$ cat config.mk
export PLATFORM = sky130hd
export DESIGN_NAME = pipeline_hazard_ctrl_flat
export DESIGN_NICKNAME = d
export VERILOG_FILES = /design/src/rtl/pipeline_hazard_ctrl_pkg.sv /design/src/rtl/pipeline_hazard_ctrl_if.sv /design/src/rtl/pipeline_hazard_ctrl_load_use.sv /design/src/rtl/pipeline_hazard_ctrl.sv /design/src/flat_wrapper.sv
export SDC_FILE = /design/constraint.sdc
export NUM_CORES = 1
export LEC_CHECK = 0
export BUFFER_PORTS_ARGS = -buffer_cell sky130_fd_sc_hd__buf_2
export CORE_UTILIZATION = 42
export CTS_CLUSTER_DIAMETER = 60
export DETAILED_ROUTE_END_ITERATION = 6
export GPL_TIMING_DRIVEN = 1
export PLACE_DENSITY = 0.83
export SYNTH_ARGS = -nofsm -noshare
export SYNTH_HDL_FRONTEND = slang
export SYNTH_SLANG_ARGS = --single-unit
$ cat constraint.sdc
create_clock -name CLK -period 2.7 [get_ports CLK]
set_clock_uncertainty 0.15 [all_clocks]
set_input_delay 0.135 -clock CLK [delete_from_list [all_inputs] [get_ports CLK]]
set_output_delay 0.135 -clock CLK [all_outputs]
set_load 0.01 [all_outputs]
$ cat src/rtl/pipeline_hazard_ctrl_pkg.sv
// Shared types and constants for the pipeline stall/flush sequencer.
package pipeline_ctrl_pkg;

    localparam int unsigned REG_ADDR_W_DEF = 5;
    localparam int unsigned ZERO_REG       = 0;

    typedef enum logic [1:0] {
        ST_RUN      = 2'd0,
        ST_MEM_WAIT = 2'd1,
        ST_DRAIN    = 2'd2,
        ST_HALTED   = 2'd3
    } ctrl_state_e;

endpackage

$ cat src/rtl/pipeline_hazard_ctrl_if.sv
// Hazard inputs from the pipeline and hold/kill strobes back to its registers.
interface pipeline_hazard_ctrl_if
    import pipeline_ctrl_pkg::*;
#(
    parameter int unsigned REG_ADDR_W = REG_ADDR_W_DEF,
    parameter int unsigned CNT_W      = 32
);
    logic [REG_ADDR_W-1:0] rs1_id;
    logic [REG_ADDR_W-1:0] rs2_id;
    logic [REG_ADDR_W-1:0] rd_ex;
    logic                  use_rs1_id;
    logic                  use_rs2_id;
    logic                  load_ex;
    logic                  mem_req;
    logic                  mem_ready;
    logic                  redirect_mem;
    logic                  halt_id;
    logic                  halt_wb;

    logic                  pc_hold;
    logic                  wen_if_id;
    logic                  wen_id_ex;
    logic                  wen_ex_mem;
    logic                  wen_mem_wb;
    logic                  kill_if_id;
    logic                  kill_id_ex;
    logic                  kill_ex_mem;
    logic                  kill_mem_wb;
    logic                  halted;
    logic                  mem_err;
    logic [CNT_W-1:0]      stall_cycles;
    logic [CNT_W-1:0]      flush_count;

    modport master (
        output rs1_id, rs2_id, rd_ex, use_rs1_id, use_rs2_id, load_ex,
               mem_req, mem_ready, redirect_mem, halt_id, halt_wb,
        input  pc_hold, wen_if_id, wen_id_ex, wen_ex_mem, wen_mem_wb,
               kill_if_id, kill_id_ex, kill_ex_mem, kill_mem_wb,
               halted, mem_err, stall_cycles, flush_count
    );

    modport slave (
        input  rs1_id, rs2_id, rd_ex, use_rs1_id, use_rs2_id, load_ex,
               mem_req, mem_ready, redirect_mem, halt_id, halt_wb,
        output pc_hold, wen_if_id, wen_id_ex, wen_ex_mem, wen_mem_wb,
               kill_if_id, kill_id_ex, kill_ex_mem, kill_mem_wb,
               halted, mem_err, stall_cycles, flush_count
    );

endinterface

$ cat src/rtl/pipeline_hazard_ctrl_load_use.sv
// Load-use hazard compare: ID reads a register the EX-stage load is about to write.
module load_use_detect
    import pipeline_ctrl_pkg::*;
#(
    parameter int unsigned REG_ADDR_W = REG_ADDR_W_DEF
) (
    input  logic [REG_ADDR_W-1:0] rs1_id,
    input  logic [REG_ADDR_W-1:0] rs2_id,
    input  logic [REG_ADDR_W-1:0] rd_ex,
    input  logic                  use_rs1_id,
    input  logic                  use_rs2_id,
    input  logic                  load_ex,
    output logic                  stall_c
);

    // x0 is hardwired zero, so a load targeting it never creates a dependency
    assign stall_c = load_ex && (rd_ex != REG_ADDR_W'(ZERO_REG)) &&
                     ((use_rs1_id && (rs1_id == rd_ex)) ||
                      (use_rs2_id && (rs2_id == rd_ex)));

endmodule

$ cat src/rtl/pipeline_hazard_ctrl.sv
// Pipeline stall/flush sequencer: load-use, memory wait with timeout, redirect, halt drain.
// Define PIPE_PERF_CNT_EN to build the saturating stall/flush performance counters.
module pipeline_hazard_ctrl
    import pipeline_ctrl_pkg::*;
#(
    parameter int unsigned REG_ADDR_W  = REG_ADDR_W_DEF,
    parameter int unsigned MEM_TIMEOUT = 255,
    parameter int unsigned CNT_W       = 32
) (
    input logic                  CLK,
    input logic                  RST,
    pipeline_hazard_ctrl_if.slave bus
);

    localparam int unsigned TMO_W = $clog2(MEM_TIMEOUT + 1);

    ctrl_state_e      state_q, state_d, ret_q, ret_d, eval_st;
    logic [TMO_W-1:0] tmo_q, tmo_d, tmo_inc;
    logic             mem_err_q, mem_err_d;
    logic             lu_stall_c, mem_wait_c;
    logic             pc_hold_c;
    logic             wen_if_id_c, wen_id_ex_c, wen_ex_mem_c, wen_mem_wb_c;
    logic             kill_if_id_c, kill_id_ex_c, kill_ex_mem_c, kill_mem_wb_c;

    load_use_detect #(.REG_ADDR_W(REG_ADDR_W)) u_load_use (
        .rs1_id     (bus.rs1_id),
        .rs2_id     (bus.rs2_id),
        .rd_ex      (bus.rd_ex),
        .use_rs1_id (bus.use_rs1_id),
        .use_rs2_id (bus.use_rs2_id),
        .load_ex    (bus.load_ex),
        .stall_c    (lu_stall_c)
    );

    assign mem_wait_c = bus.mem_req & ~bus.mem_ready;

    always_comb begin
        state_d       = state_q;
        ret_d         = ret_q;
        tmo_d         = tmo_q;
        mem_err_d     = mem_err_q;
        pc_hold_c     = 1'b0;
        wen_if_id_c   = 1'b0;
        wen_id_ex_c   = 1'b0;
        wen_ex_mem_c  = 1'b0;
        wen_mem_wb_c  = 1'b0;
        kill_if_id_c  = 1'b0;
        kill_id_ex_c  = 1'b0;
        kill_ex_mem_c = 1'b0;
        kill_mem_wb_c = 1'b0;

        // The cycle the memory completes is handled as the state the wait interrupted
        eval_st = (state_q == ST_MEM_WAIT && bus.mem_ready) ? ret_q : state_q;
        tmo_inc = (eval_st == ST_MEM_WAIT) ? tmo_q + TMO_W'(1) : TMO_W'(1);

        if (eval_st == ST_HALTED) begin
            pc_hold_c    = 1'b1;
            wen_if_id_c  = 1'b1;
            wen_id_ex_c  = 1'b1;
            wen_ex_mem_c = 1'b1;
            wen_mem_wb_c = 1'b1;
        end else if (eval_st == ST_MEM_WAIT || mem_wait_c) begin
            pc_hold_c     = 1'b1;
            wen_if_id_c   = 1'b1;
            wen_id_ex_c   = 1'b1;
            wen_ex_mem_c  = 1'b1;
            kill_mem_wb_c = 1'b1;
            tmo_d         = tmo_inc;
            if (eval_st != ST_MEM_WAIT) ret_d = eval_st;
            if (tmo_inc == TMO_W'(MEM_TIMEOUT)) begin
                mem_err_d = 1'b1;
                tmo_d     = '0;
                state_d   = ST_HALTED;
            end else begin
                state_d   = ST_MEM_WAIT;
            end
        end else begin
            tmo_d   = '0;
            state_d = eval_st;
            if (eval_st == ST_DRAIN) begin
                pc_hold_c    = 1'b1;
                kill_if_id_c = 1'b1;
            end
            // A redirect squashes any pending halt: it was fetched down the wrong path
            if (bus.redirect_mem) begin
                pc_hold_c     = 1'b0;
                kill_if_id_c  = 1'b1;
                kill_id_ex_c  = 1'b1;
                kill_ex_mem_c = 1'b1;
                state_d       = ST_RUN;
            end else if (lu_stall_c) begin
                pc_hold_c    = 1'b1;
                wen_if_id_c  = 1'b1;
                kill_if_id_c = 1'b0;
                kill_id_ex_c = 1'b1;
            end else if (eval_st == ST_RUN && bus.halt_id) begin
                state_d = ST_DRAIN;
            end else if (eval_st == ST_DRAIN && bus.halt_wb) begin
                state_d = ST_HALTED;
            end
        end
    end

    always_ff @(negedge CLK or posedge RST) begin
        if (RST) begin
            state_q   <= ST_RUN;
            ret_q     <= ST_RUN;
            tmo_q     <= '0;
            mem_err_q <= 1'b0;
        end else begin
            state_q   <= state_d;
            ret_q     <= ret_d;
            tmo_q     <= tmo_d;
            mem_err_q <= mem_err_d;
        end
    end

    assign bus.pc_hold     = pc_hold_c     & ~RST;
    assign bus.wen_if_id   = wen_if_id_c   & ~RST;
    assign bus.wen_id_ex   = wen_id_ex_c   & ~RST;
    assign bus.wen_ex_mem  = wen_ex_mem_c  & ~RST;
    assign bus.wen_mem_wb  = wen_mem_wb_c  & ~RST;
    assign bus.kill_if_id  = kill_if_id_c  & ~RST;
    assign bus.kill_id_ex  = kill_id_ex_c  & ~RST;
    assign bus.kill_ex_mem = kill_ex_mem_c & ~RST;
    assign bus.kill_mem_wb = kill_mem_wb_c & ~RST;
    assign bus.halted      = (state_q == ST_HALTED);
    assign bus.mem_err     = mem_err_q;

`ifdef PIPE_PERF_CNT_EN
    logic [CNT_W-1:0] stall_cycles_q, stall_cycles_d;
    logic [CNT_W-1:0] flush_count_q, flush_count_d;

    // kill_ex_mem is raised only by an accepted redirect, so it marks each flush
    always_comb begin
        stall_cycles_d = stall_cycles_q;
        flush_count_d  = flush_count_q;
        if (pc_hold_c && state_q != ST_HALTED && stall_cycles_q != '1)
            stall_cycles_d = stall_cycles_q + CNT_W'(1);
        if (kill_ex_mem_c && flush_count_q != '1)
            flush_count_d = flush_count_q + CNT_W'(1);
    end

    always_ff @(negedge CLK or posedge RST) begin
        if (RST) begin
            stall_cycles_q <= '0;
            flush_count_q  <= '0;
        end else begin
            stall_cycles_q <= stall_cycles_d;
            flush_count_q  <= flush_count_d;
        end
    end

    assign bus.stall_cycles = stall_cycles_q;
    assign bus.flush_count  = flush_count_q;
`else
    assign bus.stall_cycles = CNT_W'(0);
    assign bus.flush_count  = CNT_W'(0);
`endif

endmodule

$ cat src/flat_wrapper.sv
// flat-port wrapper written by rule: the top's interface ports become plain ports
module pipeline_hazard_ctrl_flat import pipeline_ctrl_pkg::*;
#(
    parameter int unsigned REG_ADDR_W  = REG_ADDR_W_DEF,
    parameter int unsigned MEM_TIMEOUT = 255,
    parameter int unsigned CNT_W       = 32
)
  (CLK, RST, bus_rs1_id, bus_rs2_id, bus_rd_ex, bus_use_rs1_id, bus_use_rs2_id, bus_load_ex, bus_mem_req, bus_mem_ready, bus_redirect_mem, bus_halt_id, bus_halt_wb, bus_pc_hold, bus_wen_if_id, bus_wen_id_ex, bus_wen_ex_mem, bus_wen_mem_wb, bus_kill_if_id, bus_kill_id_ex, bus_kill_ex_mem, bus_kill_mem_wb, bus_halted, bus_mem_err, bus_stall_cycles, bus_flush_count);
  pipeline_hazard_ctrl_if #(.REG_ADDR_W(REG_ADDR_W), .CNT_W(CNT_W)) bus_i ();
  input logic CLK;
  input logic RST;
  input wire logic [$bits(bus_i.rs1_id)-1:0] bus_rs1_id;
  input wire logic [$bits(bus_i.rs2_id)-1:0] bus_rs2_id;
  input wire logic [$bits(bus_i.rd_ex)-1:0] bus_rd_ex;
  input wire logic [$bits(bus_i.use_rs1_id)-1:0] bus_use_rs1_id;
  input wire logic [$bits(bus_i.use_rs2_id)-1:0] bus_use_rs2_id;
  input wire logic [$bits(bus_i.load_ex)-1:0] bus_load_ex;
  input wire logic [$bits(bus_i.mem_req)-1:0] bus_mem_req;
  input wire logic [$bits(bus_i.mem_ready)-1:0] bus_mem_ready;
  input wire logic [$bits(bus_i.redirect_mem)-1:0] bus_redirect_mem;
  input wire logic [$bits(bus_i.halt_id)-1:0] bus_halt_id;
  input wire logic [$bits(bus_i.halt_wb)-1:0] bus_halt_wb;
  output wire logic [$bits(bus_i.pc_hold)-1:0] bus_pc_hold;
  output wire logic [$bits(bus_i.wen_if_id)-1:0] bus_wen_if_id;
  output wire logic [$bits(bus_i.wen_id_ex)-1:0] bus_wen_id_ex;
  output wire logic [$bits(bus_i.wen_ex_mem)-1:0] bus_wen_ex_mem;
  output wire logic [$bits(bus_i.wen_mem_wb)-1:0] bus_wen_mem_wb;
  output wire logic [$bits(bus_i.kill_if_id)-1:0] bus_kill_if_id;
  output wire logic [$bits(bus_i.kill_id_ex)-1:0] bus_kill_id_ex;
  output wire logic [$bits(bus_i.kill_ex_mem)-1:0] bus_kill_ex_mem;
  output wire logic [$bits(bus_i.kill_mem_wb)-1:0] bus_kill_mem_wb;
  output wire logic [$bits(bus_i.halted)-1:0] bus_halted;
  output wire logic [$bits(bus_i.mem_err)-1:0] bus_mem_err;
  output wire logic [$bits(bus_i.stall_cycles)-1:0] bus_stall_cycles;
  output wire logic [$bits(bus_i.flush_count)-1:0] bus_flush_count;
  assign bus_i.rs1_id = bus_rs1_id;
  assign bus_i.rs2_id = bus_rs2_id;
  assign bus_i.rd_ex = bus_rd_ex;
  assign bus_i.use_rs1_id = bus_use_rs1_id;
  assign bus_i.use_rs2_id = bus_use_rs2_id;
  assign bus_i.load_ex = bus_load_ex;
  assign bus_i.mem_req = bus_mem_req;
  assign bus_i.mem_ready = bus_mem_ready;
  assign bus_i.redirect_mem = bus_redirect_mem;
  assign bus_i.halt_id = bus_halt_id;
  assign bus_i.halt_wb = bus_halt_wb;
  assign bus_pc_hold = bus_i.pc_hold;
  assign bus_wen_if_id = bus_i.wen_if_id;
  assign bus_wen_id_ex = bus_i.wen_id_ex;
  assign bus_wen_ex_mem = bus_i.wen_ex_mem;
  assign bus_wen_mem_wb = bus_i.wen_mem_wb;
  assign bus_kill_if_id = bus_i.kill_if_id;
  assign bus_kill_id_ex = bus_i.kill_id_ex;
  assign bus_kill_ex_mem = bus_i.kill_ex_mem;
  assign bus_kill_mem_wb = bus_i.kill_mem_wb;
  assign bus_halted = bus_i.halted;
  assign bus_mem_err = bus_i.mem_err;
  assign bus_stall_cycles = bus_i.stall_cycles;
  assign bus_flush_count = bus_i.flush_count;
  pipeline_hazard_ctrl #(.REG_ADDR_W(REG_ADDR_W), .MEM_TIMEOUT(MEM_TIMEOUT), .CNT_W(CNT_W)) u_core (.CLK(CLK), .RST(RST), .bus(bus_i));
endmodule
==> impl_metrics.ini <==
[status]
status = complete, but fails checks
failed_checks = negative setup slack

[setup_path]
startpoint_type = flop
arrival_ns = 3.02
crit_chain = inv_2 > a21oi_2 > nor2_2 > and2_4 > a31o_2 > buf_2
critPathKind = reg -> out
crit_fanout = 5
critical_path_required_ns = 2.41
worstSetupEndpointType = output port
crit_slowest_cell = dfrtn_1
critPathMaxStageDelay_ns = 0.49

[global_route]
grt_pass1_vias = 1007
grt_pass1_wl_mm = 4.41
antenna_found_initial = 0
grt_overflow = 0
grt_usage = 0.159
grt_max_degree = 14

[logic_synthesis]
synth_cell_types = 42
synth-xor-area-share = 0.0837
ys.flop_type = dfrtn_1
synthSimpleGateAreaFrac = 0.144
synth_top_family_by_area = buffers and inverters
yosysSeqAreaShare = 0.224
syn_inst = 170
yosysTopAreaCellShare = 0.336
synth_mux_area_frac = 0.00777
ys_top_cells_by_area = buf_4, dfrtn_1, xnor2_1
synth.avg_cell_area_um2 = 8.53
synth_top_area_cell = buf_4
synth_area_um2 = 1450
synth_edf_count = 0
synth-compound-area-share = 0.174
ys_ff_latch = 13
synthAdderAreaFrac = 0.00863
yosys_warnings = 0
synthArstFlopShare = 1.00

[min_path]
worst_hold_path_type = reg -> reg

[detailed_routing]
drtIter0Drc = 55
drt_first_pass_iters = 4
wl_per_cell_um = 9.99
num_vias = 1174
vias_per_cell = 4.33
drt_wl_total_mm = 2.71
drc = 0
detail-route-antenna-nets = 0

[clocking]
cts_buffer_depth = 2
cts_tree = yes
clkTransAtPathRegs_ns = 0.06
htree_levels = 1
hold_buffers = 0
cts_buffers = 3
cts_sinks = 13
ctsRootBufferMaster = clkbuf_4
clock_latency_ns = 0.29

[floorplan]
die_h_um = 60.8
die_area_um2 = 3690
num_rows = 20
core_um2 = 3150
fp.dieW_um = 60.8
io_pins = 100
initial_core_util = 0.460

[layout]
num_antenna_cells = 0
utilization = 0.543
layout_commonest_cell = conb_1
mostFrequentLayoutCells = conb_1, buf_2, buf_4
nets = 254
areaGrowthSynthToFinish_pct = 18.1
drive_above_1_share = 0.370

[power_and_ir_drop]
vdd_drop_max_uv = 386
p_leak_nw = 0.904
p_int_w = 0.000629
switching_share = 0.416
power_density_nw_per_um2 = 629
combinationalPowerShare = 0.603
pwr-share-clk = 0.115
p_sw_w = 0.000448
power_frac_seq = 0.282

[sta]
fin_ws_ns = -0.607
final_max_slew_viol_count = 0
finalSetupViolCount = 10
rsz0062_at_grt = yes
finalHoldViolations = 0
tns_ns = -5.10
max_slew.worst_pin.slew_ns = 0.507
max_slew_margin = 0.661

[place]
port-buffer-count = 35
gp_congestion = 0.789
place_hpwl_mm = 2.18

[run]
max-cap-violations = 0
synthesized netlist by cell type, types with 2 or more instances:
library cell / instances
a21oi_1: 4
a22o_1: 2
o21ai_0: 3
nand4_1: 3
a31oi_1: 5
nand3_1: 4
nor2_1: 12
a31o_2: 2
xnor2_1: 12
nand2b_1: 3
buf_4: 65
dfrtn_1: 13
inv_1: 4
a21o_1: 2
a22o_2: 2
nand2_1: 5
and2_1: 3
o31ai_1: 2
through the flow:
| stage | hold slack, ns | worst slack, ns | cell area (um^2) | total power, W | cells |
|---|---|---|---|---|---|
| floorplan | 0.140 | -0.194 | 1740 | 0.000717 | 233 |
| global placement | 0.263 | -0.272 | 1600 | 0.000858 | 262 |
| detailed placement | 0.271 | -0.307 | 1600 | 0.000876 | 262 |
| CTS | 0.272 | -0.598 | 1670 | 0.00103 | 268 |
| global route | 0.314 | -0.679 | 1710 | 0.00116 | 271 |
| finish | 0.265 | -0.607 | 1710 | 0.00108 | 271 |
final timing paths:
kind	startpoint	endpoint	slack, ns	depth (start not counted)
setup / recovery	u_core.state_q[0]$_DFFE_NP0N_	bus_kill_if_id	-0.61	6
hold / removal	u_core.tmo_q[6]$_DFFE_NP0N_	u_core.tmo_q[6]$_DFFE_NP0N_	0.26	1
setup reg to reg	u_core.tmo_q[0]$_DFFE_NP0N_	u_core.tmo_q[1]$_DFFE_NP0N_	0.62	6
hold reg to reg	u_core.tmo_q[6]$_DFFE_NP0N_	u_core.tmo_q[6]$_DFFE_NP0N_	0.26	1
max in group asynchronous	RST	u_core.bus.mem_err$_DFFE_NP0P_	0.97	2
min in group asynchronous	RST	u_core.ret_q[0]$_DFFE_NP0P_	1.06	2
metal layers:
metal  vias to the layer above  global-route usage  share of wire
li1                        568                   -              -
met1                       550               0.195           0.41
met2                        51               0.262           0.51
met3                         5              0.0469          0.067
met4                         0              0.0584          0.012
met5                         -                   0              0
power by group through the flow:
stage          sequential, W  combinational, W  clock, W
6_report            0.000304          0.000649  0.000124
5_1_grt             0.000312          0.000714  0.000134
4_1_cts             0.000302          0.000605  0.000126
3_5_place_dp        0.000302          0.000574         0
3_3_place_gp        0.000299          0.000559         0
2_1_floorplan       0.000292          0.000425         0
cell type report:
class,count,area [um^2]
Sequential cell,13,325
Multi-Input combinational cell,150,915
Timing Repair Buffer,56,377
Clock buffer,4,26.3
Tap cell,44,55.1
Fill cell,319,1440
Inverter,4,15.0
critical path, delay by kind of cell, from the launching register on:
family,cells,cell delay (ns)
AND/OR/NAND/NOR,2,0.24
flip-flops,1,0.49
AO/OA/AOI/OAI,2,0.44
buffers and inverters,2,0.21
state kept, by name, summed over array words and instances, names as in the netlist:
| signal | flops |
|---|---|
| u_core.bus.mem_err | 1 |
| u_core.ret_q | 2 |
| u_core.state_q | 2 |
| u_core.tmo_q | 8 |
logic make-up (layout without fill, tap and decap cells):
group,Yosys count,in the layout
mux,1,1
xor+xnor,13,13
fa+ha+maj,1,1
simple gates,38,38
buf+inv,70,64
compound gates,33,33
other cells,1,64
flops,13,13
timing repair:
item                                    CTS  global route
gates resized for setup                   6             6
endpoints found under the setup margin   10            12
pin swaps                                 1             2
buffers inserted                          2             3
Power figures use the tool's default switching activity.
